### src/rtl/seqdet_pkg.sv
// Shared types and constants for the pattern sequence detector.
package seqdet_pkg;

    typedef enum logic [1:0] {
        IDLE,
        FILL,
        ARMED
    } state_t;

    // Legacy 8 x 3-bit pattern; element 0 (matched first) sits in the LSBs.
    localparam logic [23:0] SEQDET_DEFAULT_PAT = 24'b101_011_110_110_000_110_101_001;

    function automatic int fill_width(input int seq_len);
        return $clog2(seq_len + 1);
    endfunction

endpackage

### src/rtl/seqdet_window.sv
// Symbol shift register plus occupancy counter for the detector window.
module seqdet_window #(
    parameter int SYM_W   = 3,
    parameter int SEQ_LEN = 8,
    parameter int FILL_W  = 4
) (
    input  logic                     clk,
    input  logic                     reset,
    input  logic                     shift,
    input  logic                     flush,
    input  logic [SYM_W-1:0]         data,
    output logic [SEQ_LEN*SYM_W-1:0] window,
    output logic [FILL_W-1:0]        fill
);

    localparam int VEC_W = SEQ_LEN * SYM_W;
    localparam logic [FILL_W-1:0] FULL = FILL_W'(SEQ_LEN);

    // NOTE: state registers use non-blocking assignments so every flop samples pre-edge values.
    always_ff @(posedge clk or posedge reset) begin
        if (reset) begin
            window <= '0;
            fill   <= '0;
        end else begin
            // Newest symbol enters at the top element; element 0 is the oldest.
            if (shift) begin
                window <= {data, window[VEC_W-1:SYM_W]};
            end
            if (flush) begin
                fill <= '0;
            end else if (shift && fill != FULL) begin
                fill <= fill + 1'b1;
            end
        end
    end

endmodule

### src/rtl/pattern_seq_detector.sv
// Runtime-programmable sliding-window symbol sequence detector.
// Define SEQDET_OVERLAP_EN to keep the window after a match (overlapping detection).
module pattern_seq_detector
    import seqdet_pkg::*;
#(
    parameter int                         SYM_W    = 3,
    parameter int                         SEQ_LEN  = 8,
    parameter int                         CNT_W    = 8,
    parameter logic [SEQ_LEN*SYM_W-1:0]   PAT_INIT = SEQDET_DEFAULT_PAT
) (
    input  logic                           clk,
    input  logic                           reset,
    input  logic                           en,
    input  logic                           valid_i,
    input  logic [SYM_W-1:0]               data_i,
    input  logic                           pat_wr_en,
    input  logic [$clog2(SEQ_LEN)-1:0]     pat_wr_idx,
    input  logic [SYM_W-1:0]               pat_wr_data,
    input  logic                           clear_i,
    output logic                           match_o,
    output logic                           match_sticky_o,
    output logic [CNT_W-1:0]               match_count_o,
    output logic [fill_width(SEQ_LEN)-1:0] fill_o
);

    localparam int IDX_W  = $clog2(SEQ_LEN);
    localparam int FILL_W = fill_width(SEQ_LEN);
    localparam int VEC_W  = SEQ_LEN * SYM_W;
    localparam logic [FILL_W-1:0] FULL    = FILL_W'(SEQ_LEN);
    localparam logic [CNT_W-1:0]  CNT_MAX = '1;
`ifdef SEQDET_OVERLAP_EN
    localparam bit OVERLAP = 1'b1;
`else
    localparam bit OVERLAP = 1'b0;
`endif

    state_t             state_q, state_d;
    logic [VEC_W-1:0]   pat_q;
    logic [VEC_W-1:0]   window;
    logic [VEC_W-1:0]   post_window;
    logic [FILL_W-1:0]  fill;
    logic [FILL_W-1:0]  post_fill;
    logic               idx_ok, wr_hit, accept, match, shift, flush;

    if ((1 << IDX_W) == SEQ_LEN) begin : g_idx_full
        assign idx_ok = 1'b1;
    end else begin : g_idx_range
        assign idx_ok = ({1'b0, pat_wr_idx} < (IDX_W + 1)'(SEQ_LEN));
    end

    assign wr_hit      = pat_wr_en & idx_ok;
    assign accept      = en & valid_i & ~pat_wr_en;
    assign post_window = {data_i, window[VEC_W-1:SYM_W]};
    assign post_fill   = (fill == FULL) ? FULL : fill + 1'b1;
    assign match       = accept && (post_fill == FULL) && (post_window == pat_q);

    // NOTE: the pattern registers are reset because PAT_INIT must be live straight out of reset.
    always_ff @(posedge clk or posedge reset) begin
        if (reset) begin
            pat_q <= PAT_INIT;
        end else if (wr_hit) begin
            for (int i = 0; i < SEQ_LEN; i++) begin
                if (pat_wr_idx == IDX_W'(i)) begin
                    pat_q[i*SYM_W +: SYM_W] <= pat_wr_data;
                end
            end
        end
    end

    always_ff @(posedge clk or posedge reset) begin
        if (reset) begin
            state_q <= IDLE;
        end else begin
            state_q <= state_d;
        end
    end

    // NOTE: every output of this block gets a default first so no latch can be inferred.
    always_comb begin
        state_d = state_q;
        shift   = 1'b0;
        flush   = 1'b0;
        if (!en) begin
            state_d = IDLE;
            flush   = 1'b1;
        end else if (wr_hit) begin
            state_d = FILL;
            flush   = 1'b1;
        end else if (accept) begin
            shift = 1'b1;
            if (match && !OVERLAP) begin
                state_d = FILL;
                flush   = 1'b1;
            end else begin
                state_d = (post_fill == FULL) ? ARMED : FILL;
            end
        end else if (state_q == IDLE) begin
            state_d = FILL;
        end
    end

    seqdet_window #(
        .SYM_W   (SYM_W),
        .SEQ_LEN (SEQ_LEN),
        .FILL_W  (FILL_W)
    ) u_window (
        .clk    (clk),
        .reset  (reset),
        .shift  (shift),
        .flush  (flush),
        .data   (data_i),
        .window (window),
        .fill   (fill)
    );

    // A match coincident with clear_i wins: the count restarts at one.
    always_ff @(posedge clk or posedge reset) begin
        if (reset) begin
            match_o        <= 1'b0;
            match_sticky_o <= 1'b0;
            match_count_o  <= '0;
        end else begin
            match_o <= match;
            if (match) begin
                match_sticky_o <= 1'b1;
                if (clear_i) begin
                    match_count_o <= CNT_W'(1);
                end else if (match_count_o != CNT_MAX) begin
                    match_count_o <= match_count_o + 1'b1;
                end
            end else if (clear_i) begin
                match_sticky_o <= 1'b0;
                match_count_o  <= '0;
            end
        end
    end

    assign fill_o = fill;

endmodule

### config.mk
export PLATFORM = sky130hd
export DESIGN_NAME = pattern_seq_detector
export DESIGN_NICKNAME = d
export VERILOG_FILES = /design/src/rtl/seqdet_pkg.sv /design/src/rtl/seqdet_window.sv /design/src/rtl/pattern_seq_detector.sv
export SDC_FILE = /design/constraint.sdc
export NUM_CORES = 1
export LEC_CHECK = 0
export CAP_MARGIN = 20
export CORE_AREA = 2 2 90 92
export CTS_BUF_LIST = sky130_fd_sc_hd__clkbuf_8
export CTS_CLUSTER_SIZE = 28
export DETAILED_ROUTE_END_ITERATION = 10
export DIE_AREA = 0 0 92 94
export GPL_TIMING_DRIVEN = 0
export MAX_ROUTING_LAYER = met4
export REMOVE_ABC_BUFFERS = 1
export SLEW_MARGIN = 10
export SYNTH_ARGS = -nofsm -noshare
export SYNTH_HDL_FRONTEND = slang
export SYNTH_HIERARCHICAL = 1
export SYNTH_SLANG_ARGS = --single-unit
export TNS_END_PERCENT = 1
### constraint.sdc
create_clock -name clk -period 2.6 [get_ports clk]
set_input_delay 0.52 -clock clk [delete_from_list [all_inputs] [get_ports clk]]
set_output_delay 0.52 -clock clk [all_outputs]
set_load 0.02 [all_outputs]
==> metrics <==
post-route worst hold slack 0.488 ns; Final Skew 0.0122 ns; Crit-path slowest cell or4_4; relative max-transition margin 50.6%; die width 92 microns; Core Area 7610 sq um; Highest Clock Rate 0.398 GHz; final slew viol count 0; Crit path largest cell delay 0.60 ns; reg-to-reg startpoint u_window/fill[0]; die area 8650 sq um; chip height 94 microns; largest fanout on the critical path 8; CTS HTree Levels 3; count of standard-cell rows 32; category of the worst setup path launch point input pin; root buf cell clkbuf_8; launch point of the critical path pat_wr_en; unrepaired setup endpoints after global routing true; leakage power total 0.00145 uW; Worst setup EP type register; origin of the worst min-delay path match_sticky_o; Top delay family on crit path simple AND/OR/NAND/NOR gates; PortBufs 28; pre-CTS setup slack -1.08 ns; critical path required time 2.86 ns; number of warnings issued by yosys 6; global-route usage over all layers 15.5%; Hold-fix buffers, CTS 0; total number of nets in the final design 293; Tcrit/Tclk final 96.7%; post-synthesis average cell area 12.5 sq um; Final WS setup 0.0866 ns; number of clock sinks 59; total CTS buffers 9; Clock Pin Slew Worst Setup and Hold Paths 0.07 ns; WP buf/inv 2; CTS tree yes; Least-Margin Pin Slew 0.740 ns; non-filler instance count after layout 380; Max rail drop VDD 0.503 mV; Arr. time, crit path 2.77 ns; number of cells on the worst hold path 1; final hold violations 0; antenna violation net count after detailed routing 0; share of layout cells above drive strength 1 34.2%; shortest clock period the worst path allows after layout 2.51 ns; Worst Setup Path Type in2reg; global placement routability congestion 0.771; number of vias in the routed layout 1874; number of top-level design ports 29; class of the worst hold path reg2reg; sum of routed wire length over all layers 5.83 mm; layout overhead on the synthesized area 22.8%; drt drc 0; cells along the critical path clkdlybuf4s50_1, nand3b_1, clkinvlp_4, nand4_1, or4_4, or3_1, a21oi_1; routed length per placed instance 15.3 microns; number of cell instances on the worst register-to-register path 8; total stage count of the critical path 7; Cell Pwr Density 732 nW/um^2; total placed cells including tap cells 353; diode insertion count for antenna repair 0; Finish-stage setup viols 0; Max clock buf depth 2; area of the mapped netlist 2850 sq um; drt via density 4.93; Gate Count Post-Synth 228; final-layout fill cell count 756; drt pass-1 iters 4; GR Overflow Total 0; first-pass GRT wire length 9.65 mm; DR iter-0 viols 45; DP Wirelength 3.90 mm; run status completed; pin count of the biggest net entering global routing 35; initial antenna violation count 0; Max Cap Violations 0; effective utilization at floorplan 37.5%; number of global-route vias before repair 1863; worst-skew pair later-pin latency 0.34 ns
[worst register-to-register path, delay by kind of cell (launching register included)]
kind | cells | cell delay, ns
compound gates | 2 | 0.53
buf+inv | 1 | 0.10
simple gates | 4 | 1.18
fa+ha+maj | 1 | 0.22
flops | 1 | 0.41
[where the power goes]
group | internal (uW) | switching (uW) | leakage, uW
clock | 362 | 352 | 0.0000869
sequential | 1170 | 174 | 0.000720
combinational | 301 | 204 | 0.000641
[placed cells by master, fill, tap and decap left out, types with 2 or more instances in the layout]
cell type,count
dfrtp_2,2
nand2b_1,3
and3_1,3
nand4b_1,3
o21ai_0,5
clkinvlp_4,4
nand2_1,7
inv_1,11
mux2_2,46
clkdlybuf4s50_1,28
ha_1,4
dfstp_2,13
xnor2_1,3
nand3_1,6
clkbuf_8,10
nor3_1,6
nor4_1,5
a21oi_1,5
nand4_1,4
dfrtp_1,44
or3_1,4
buf_4,8
xor2_1,23
o21a_1,3
mux2i_1,2
nor2_1,6
nor3b_1,2
[state kept, by name (all words and copies together), names as in the netlist]
| signal | flops |
|---|---|
| match_sticky_o | 1 |
| match_o | 1 |
| match_count_o | 8 |
| pat_q | 24 |
| u_window/fill | 4 |
| u_window/window | 21 |
[timing repair]
item,4_1_cts,5_1_grt
pin swaps,2,2
setup endpoints to repair,14,7
buffers inserted,9,0
resized for setup,5,0
cloned,1,0
[layout make-up]
type                            count  area [sq um]  area share, %
Timing Repair Buffer               38           372           10.6
Inverter                           11          45.0           1.29
Clock buffer                       10           138           3.93
Multi-Input combinational cell    153          1280           36.7
Clock inverter                      6          35.0           1.00
Timing Repair inverter              1          5.00          0.143
Sequential cell                    59          1500           42.7
Tap cell                          102           128           3.64
[per-stage QoR]
step	setup TNS [ns]	power, uW	cell area, sq um	util (%)
2_1_floorplan	0	1700	2810	-
3_3_place_gp	-12.78	1850	3220	42.3
3_5_place_dp	-12.71	1870	3220	42.3
4_1_cts	0	2600	3470	45.7
5_1_grt	-0.302	2730	3500	46.0
6_report	0	2560	3500	46.0
[worst paths after layout]
kind,to,slack [ns]
min,match_sticky_o,0.49
min in group asynchronous,u_window/window[18],0.50
max reg2reg,match_count_o[6],0.10
min reg2reg,match_sticky_o,0.49
max in group asynchronous,pat_q[20],1.46
max,match_count_o[6],0.09
[per-layer routing]
| metal | GRT usage [%] | up-vias | wire [microns] |
|---|---|---|---|
| met5 | - | - | 0 |
| met1 | 19.7 | 935 | 2840 |
| met2 | 23.9 | 37 | 2640 |
| met3 | 5.46 | 5 | 270 |
| li1 | - | 897 | - |
| met4 | 4.10 | 0 | 70 |
Power figures use the tool's default switching activity.
